==> config.mk <==
export PLATFORM = sky130hd
export DESIGN_NAME = fifo_wr_arbiter
export DESIGN_NICKNAME = d
export VERILOG_FILES = /design/src/rtl/fifo_pkg.sv /design/src/rtl/rr_arbiter.sv /design/src/rtl/fifo_wr_arbiter.sv
export SDC_FILE = /design/constraint.sdc
export NUM_CORES = 1
export LEC_CHECK = 0
export CAP_MARGIN = 5
export CORE_MARGIN = 2
export CORE_UTILIZATION = 42
export CTS_BUF_LIST = sky130_fd_sc_hd__clkbuf_4 sky130_fd_sc_hd__clkbuf_8
export DETAILED_ROUTE_END_ITERATION = 8
export GPL_TIMING_DRIVEN = 0
export MAX_ROUTING_LAYER = met4
export PLACE_DENSITY = 0.79
export SETUP_SLACK_MARGIN = 0.02
export SLEW_MARGIN = 20
export SYNTH_ARGS = -nofsm -noshare
export SYNTH_HDL_FRONTEND = slang
export SYNTH_SLANG_ARGS = --single-unit
==> constraint.sdc <==
create_clock -name clk -period 2.75 [get_ports clk]
set_clock_uncertainty 0.2 [all_clocks]
set_input_delay 0.275 -clock clk [delete_from_list [all_inputs] [get_ports clk]]
set_output_delay 0.275 -clock clk [all_outputs]
set_load 0.005 [all_outputs]
==> src/rtl/fifo_pkg.sv <==
// Shared sizing constants and the write-arbiter state encoding for the FIFO
// producer-side blocks.
package fifo_pkg;

  localparam int FIFO_WIDTH = 16;
  localparam int FIFO_DEPTH = 8;
  localparam int NUM_REQ    = 4;
  localparam int RETRY_MAX  = 255;

  typedef enum logic [1:0] {
    IDLE  = 2'd0,
    WRITE = 2'd1,
    ACK   = 2'd2,
    HOLD  = 2'd3
  } wr_state_e;

endpackage : fifo_pkg

==> src/rtl/rr_arbiter.sv <==
// Combinational round-robin picker: the request at index ptr has highest
// priority, then ptr+1 and onward, wrapping at NUM_REQ-1.
module rr_arbiter #(
  parameter int NUM_REQ = 4,
  parameter int IDX_W   = 2
) (
  input  logic [NUM_REQ-1:0] req,
  input  logic [IDX_W-1:0]   ptr,
  output logic [NUM_REQ-1:0] gnt,
  output logic [IDX_W-1:0]   idx
);

  logic [IDX_W:0]   sum;
  logic [IDX_W-1:0] cand;

  // Walk from lowest to highest priority so the last hit is the winner.
  // NOTE: every output and temporary gets a default before the loop; a path
  // that leaves one unassigned would infer a latch.
  always_comb begin
    gnt  = '0;
    idx  = '0;
    sum  = '0;
    cand = '0;
    for (int i = NUM_REQ - 1; i >= 0; i--) begin
      sum = {1'b0, ptr} + (IDX_W + 1)'(i);
      if (sum >= (IDX_W + 1)'(NUM_REQ)) begin
        sum = sum - (IDX_W + 1)'(NUM_REQ);
      end
      cand = sum[IDX_W-1:0];
      if (req[cand]) begin
        gnt       = '0;
        gnt[cand] = 1'b1;
        idx       = cand;
      end
    end
  end

endmodule : rr_arbiter

==> src/rtl/fifo_wr_arbiter.sv <==
// Arbitrates NUM_REQ producers onto one FIFO write port: latch a round-robin
// winner, write it, and grant only once the FIFO acknowledges the word.
module fifo_wr_arbiter #(
  parameter int FIFO_WIDTH = fifo_pkg::FIFO_WIDTH,
  parameter int NUM_REQ    = fifo_pkg::NUM_REQ
) (
  input  logic                                 clk,
  input  logic                                 rst_n,
  input  logic [NUM_REQ-1:0]                   req,
  input  logic [NUM_REQ-1:0][FIFO_WIDTH-1:0]   req_data,
  output logic [NUM_REQ-1:0]                   gnt,
  output logic                                 wr_en,
  output logic [FIFO_WIDTH-1:0]                data_in,
  input  logic                                 full,
  input  logic                                 wr_ack,
  input  logic                                 overflow,
  output logic [7:0]                           retry_cnt,
  output logic                                 busy
);

  import fifo_pkg::*;

  localparam int IDX_W = (NUM_REQ > 1) ? $clog2(NUM_REQ) : 1;

  wr_state_e                state_q, state_d;
  logic [IDX_W-1:0]         ptr_q, ptr_d;
  logic [IDX_W-1:0]         winner_idx_q;
  logic [NUM_REQ-1:0]       winner_oh_q;
  logic [FIFO_WIDTH-1:0]    word_q;
  logic [7:0]               retry_q;
  logic                     latch_en;
  logic                     retry_inc;
  logic [NUM_REQ-1:0]       rr_gnt;
  logic [IDX_W-1:0]         rr_idx;
  logic [IDX_W-1:0]         ptr_next;

  rr_arbiter #(
    .NUM_REQ (NUM_REQ),
    .IDX_W   (IDX_W)
  ) u_rr (
    .req (req),
    .ptr (ptr_q),
    .gnt (rr_gnt),
    .idx (rr_idx)
  );

  assign ptr_next = (winner_idx_q == IDX_W'(NUM_REQ - 1)) ? '0 : winner_idx_q + 1'b1;

  always_comb begin
    state_d   = state_q;
    ptr_d     = ptr_q;
    latch_en  = 1'b0;
    retry_inc = 1'b0;
    wr_en     = 1'b0;
    gnt       = '0;
    unique case (state_q)
      IDLE: begin
        if (|req && !full) begin
          latch_en = 1'b1;
          state_d  = WRITE;
        end
      end
      WRITE: begin
        wr_en   = 1'b1;
        state_d = ACK;
      end
      ACK: begin
        if (wr_ack) begin
          gnt     = winner_oh_q;
          ptr_d   = ptr_next;
          state_d = IDLE;
        end else begin
          retry_inc = 1'b1;
          state_d   = HOLD;
        end
      end
      HOLD: begin
        if (!full) state_d = WRITE;
      end
      default: state_d = IDLE;
    endcase
  end

  // The latched word and winner are cleared too, so an interrupted write
  // leaves nothing behind after reset.
  // NOTE: state registers use non-blocking assignments so every flop samples
  // pre-edge values regardless of statement order.
  always_ff @(posedge clk or negedge rst_n) begin
    if (!rst_n) begin
      state_q      <= IDLE;
      ptr_q        <= '0;
      winner_idx_q <= '0;
      winner_oh_q  <= '0;
      word_q       <= '0;
      retry_q      <= '0;
    end else begin
      state_q <= state_d;
      ptr_q   <= ptr_d;
      if (latch_en) begin
        winner_idx_q <= rr_idx;
        winner_oh_q  <= rr_gnt;
        word_q       <= req_data[rr_idx];
      end
      if (retry_inc && retry_q != 8'(RETRY_MAX)) begin
        retry_q <= retry_q + 8'd1;
      end
    end
  end

  assign data_in   = word_q;
  assign retry_cnt = retry_q;
  assign busy      = (state_q != IDLE);

  // The FIFO's overflow flag must be the exact complement of wr_ack whenever
  // the acknowledge is being consumed.
  a_overflow_consistent : assert property (
    @(posedge clk) disable iff (!rst_n)
    (state_q == ACK) |-> (overflow == !wr_ack)
  );

endmodule : fifo_wr_arbiter

==> results.toml <==
[outcome]
status = "completed"

[critical_path]
rr_worst_depth = 9
path_max_fanout = 9
r2r_slack_ps = 20
crit_buf_inv = 2
crit_chain = "clkdlybuf4s50_1 -> mux4_2 -> a211oi_4 -> nor3_4 -> buf_4 -> a2111oi_2 -> nor4_1"
required_ps = 2720
cp_top_family = "compound AO/OA/AOI/OAI gates"
reg2reg_to = "data_in[9]$_DFFE_PN0P_"
timing.rr.start = "ptr_q[0]$_DFFE_PN0P_"
start_kind = "input port"
crit_slowest_cell = "mux4_2"
max_stage_delay_ps = 660
crit_arrival_ps = 2710
crit_path_end_kind = "flip-flop"
critPathKind = "in2reg"

[grt]
antenna_found_initial = 0
grt_start_max_net_pins = 31
overflow = 0
grt_pass1_vias = 3143
grt_pass1_wl_um = 15200
grt_usage_pct = 26.49

[sta]
hold_violations = 0
grt_setup_unrepaired = "yes"
max_freq_mhz = 365.2
setup_slack_ps = 11.80
tightest_slew_ps = 653.3
hold_slack_ps = 116.6
max_slew_margin_pct = 55.99
finalSetupViolCount = 0
finalSetupTns_ps = 0
drv_slew = 0
period_share_pct = 99.57
min_period_ps = 2738

[placement]
post-place-ws_ps = -778.9
place_inst = 492
portBuffers = 99
place_area_um2 = 4093
gp_congestion = 0.9229
dp_hpwl_um = 6581

[layout]
post-route-cell-area_um2 = 4676
layout.cells.non_filler = 527
area_delta_synth_final_pct = 61.15
diodes = 0
postLayoutCoreUtil_pct = 69.20
final_cell_mix = "clkdlybuf4s50_1 (98), a211oi_1 (32), dfrtp_1 (32), buf_4 (28), nor2_1 (22)"
finalNetCount = 533
drive_above_1_share_pct = 23.04
layout_commonest_cell = "clkdlybuf4s50_1"

[pwr]
peakVddDrop_mv = 0.5766
leakage_nw = 1.804
power_mw = 5.047
power.density_nw_per_um2 = 1079

[logic_synthesis]
synth_area_um2 = 2902
yosysWarnings = 0
synth_seq_cells = 34
syn_inst = 312
ys_types = 47
syn_avg_cell_area_um2 = 9.300
syn-num-nets = 399
ys_seq_area_share_pct = 29.32

[route]
wl_per_cell_um = 18.80
first_iter_violations = 191
drt_wl_total_um = 9905
vias = 3158
postRouteAntennaNets = 0
drt-pass1-iter-count = 4
vias_per_cell = 5.992
drcViolationCount = 0

[clock_network]
cts.path.max_buffers = 2
clk_pin_slew_ps = 80
cts_buffers = 5
cts_tree = "built"
cts_sinks = 34
cts_root_buf = "clkbuf_8"
htree_num_levels = 2
clock_latency_ps = 300

[floorplanning]
row_count = 30
core-area_um2 = 6756
dieHeight_um = 87.12
fp.dieW_um = 87.12
initial_utilization_pct = 42.94
dieArea_um2 = 7589
io_pins = 103

[flow_run]
maxCapViolCount = 0

[hold_path]
hold_class = "in2async"
-- worst reg2reg max path, stage by stage (launching register included) --
cell and delay (ps):
dfrtp_2 370, buf_6 130, clkinvlp_4 110, ha_4 330, mux4_2 380, a211oi_4 290, nor3_4 100, buf_4 180
a2111oi_2 410, nor4_1 110
-- power breakdown --
group	internal [mW]	switching, mW
Combinational	1.75	1.85
Clock	0.364	0.220
Sequential	0.718	0.145
-- cell usage after synthesis (all sizes together) --
cell type | number | area share [%]
a21oi | 1 | 0.17
or4bb | 1 | 0.39
nor4 | 12 | 2.8
dfrtp | 34 | 29
nand3 | 3 | 0.52
and4 | 5 | 1.5
nor2 | 22 | 2.8
mux2 | 4 | 1.6
ha | 14 | 6.0
a211oi | 35 | 9.9
a21o | 1 | 0.26
nand2 | 20 | 2.6
buf | 11 | 2.4
nand4 | 1 | 0.22
o21ai | 4 | 0.69
o311ai | 4 | 1.2
mux4 | 4 | 3.1
xor2 | 5 | 1.5
o211ai | 11 | 2.8
clkbuf | 16 | 2.1
xnor2 | 2 | 0.60
a221oi | 4 | 1.2
a211o | 2 | 0.60
a31o | 1 | 0.30
nor2b | 5 | 1.1
nor3 | 3 | 0.86
o2111ai | 2 | 0.60
and3 | 5 | 1.1
o31a | 16 | 4.8
o31ai | 1 | 0.26
a22oi | 1 | 0.26
nand4b | 1 | 0.30
or2 | 3 | 0.65
a2111oi | 11 | 4.6
nand2b | 1 | 0.22
nor3b | 11 | 2.8
or3 | 2 | 0.43
mux2i | 11 | 3.8
inv | 17 | 2.2
o21a | 5 | 1.3
-- cell families (layout without fill, tap and decap cells) --
group	Yosys count	in the layout	share of synthesized area [%]
simple gates	95	95	18.33
xor+xnor	7	7	2.113
fa+ha+maj	14	14	6.037
mux	19	19	8.452
compound gates	99	99	29.06
flops	34	34	29.32
buf+inv	44	179	6.684
-- sequential cells by signal (all words and copies together), names as in the netlist --
register,count
retry_cnt,8
ptr_q,2
winner_oh_q,4
data_in,16
winner_idx_q,2
state_q,2
-- cell type report --
cell class              count  area, µm²
plain buffers              25      168.9
clock buffers               5      68.82
clock inverters             3      68.82
fillers                   490       2081
inverters                  17      71.32
multi-input cells         234       2106
flip-flops and latches     34      853.3
well taps                  80      100.1
repair buffers            129       1239
-- how the worst max path moves through the flow --
stage / start / to / cells past startpoint / slack, ps
2_1_floorplan: ptr_q[0]$_DFFE_PN0P_ / data_in[12]$_DFFE_PN0P_ / 10 / -100
3_3_place_gp: ptr_q[0]$_DFFE_PN0P_ / data_in[2]$_DFFE_PN0P_ / 9 / -730
3_5_place_dp: ptr_q[0]$_DFFE_PN0P_ / data_in[2]$_DFFE_PN0P_ / 9 / -780
4_1_cts: ptr_q[0]$_DFFE_PN0P_ / data_in[7]$_DFFE_PN0P_ / 10 / 9
5_1_grt: ptr_q[0]$_DFFE_PN0P_ / data_in[14]$_DFFE_PN0P_ / 10 / -60
6_report: req[1] / data_in[9]$_DFFE_PN0P_ / 7 / 10
-- per-layer routing --
| metal | global-route usage, % | part of all wire, % | wire, µm |
|---|---|---|---|
| met5 | - | 0 | 0 |
| met4 | 7.832 | 3.2 | 316 |
| met3 | 4.550 | 6.4 | 633 |
| met2 | 45.25 | 49 | 4865 |
| met1 | 32.11 | 41 | 4088 |
-- repair_timing --
action / 4_1_cts / 5_1_grt
setup endpoints to repair: 22 / 21
gates cloned: 0 / 1
resized for setup: 33 / 37
buffers inserted: 22 / 5
hold endpoints to repair: 34 / 0
hold buffers: 1 / 0
pin swaps: 9 / 12
(Power assumes the default switching activity.)
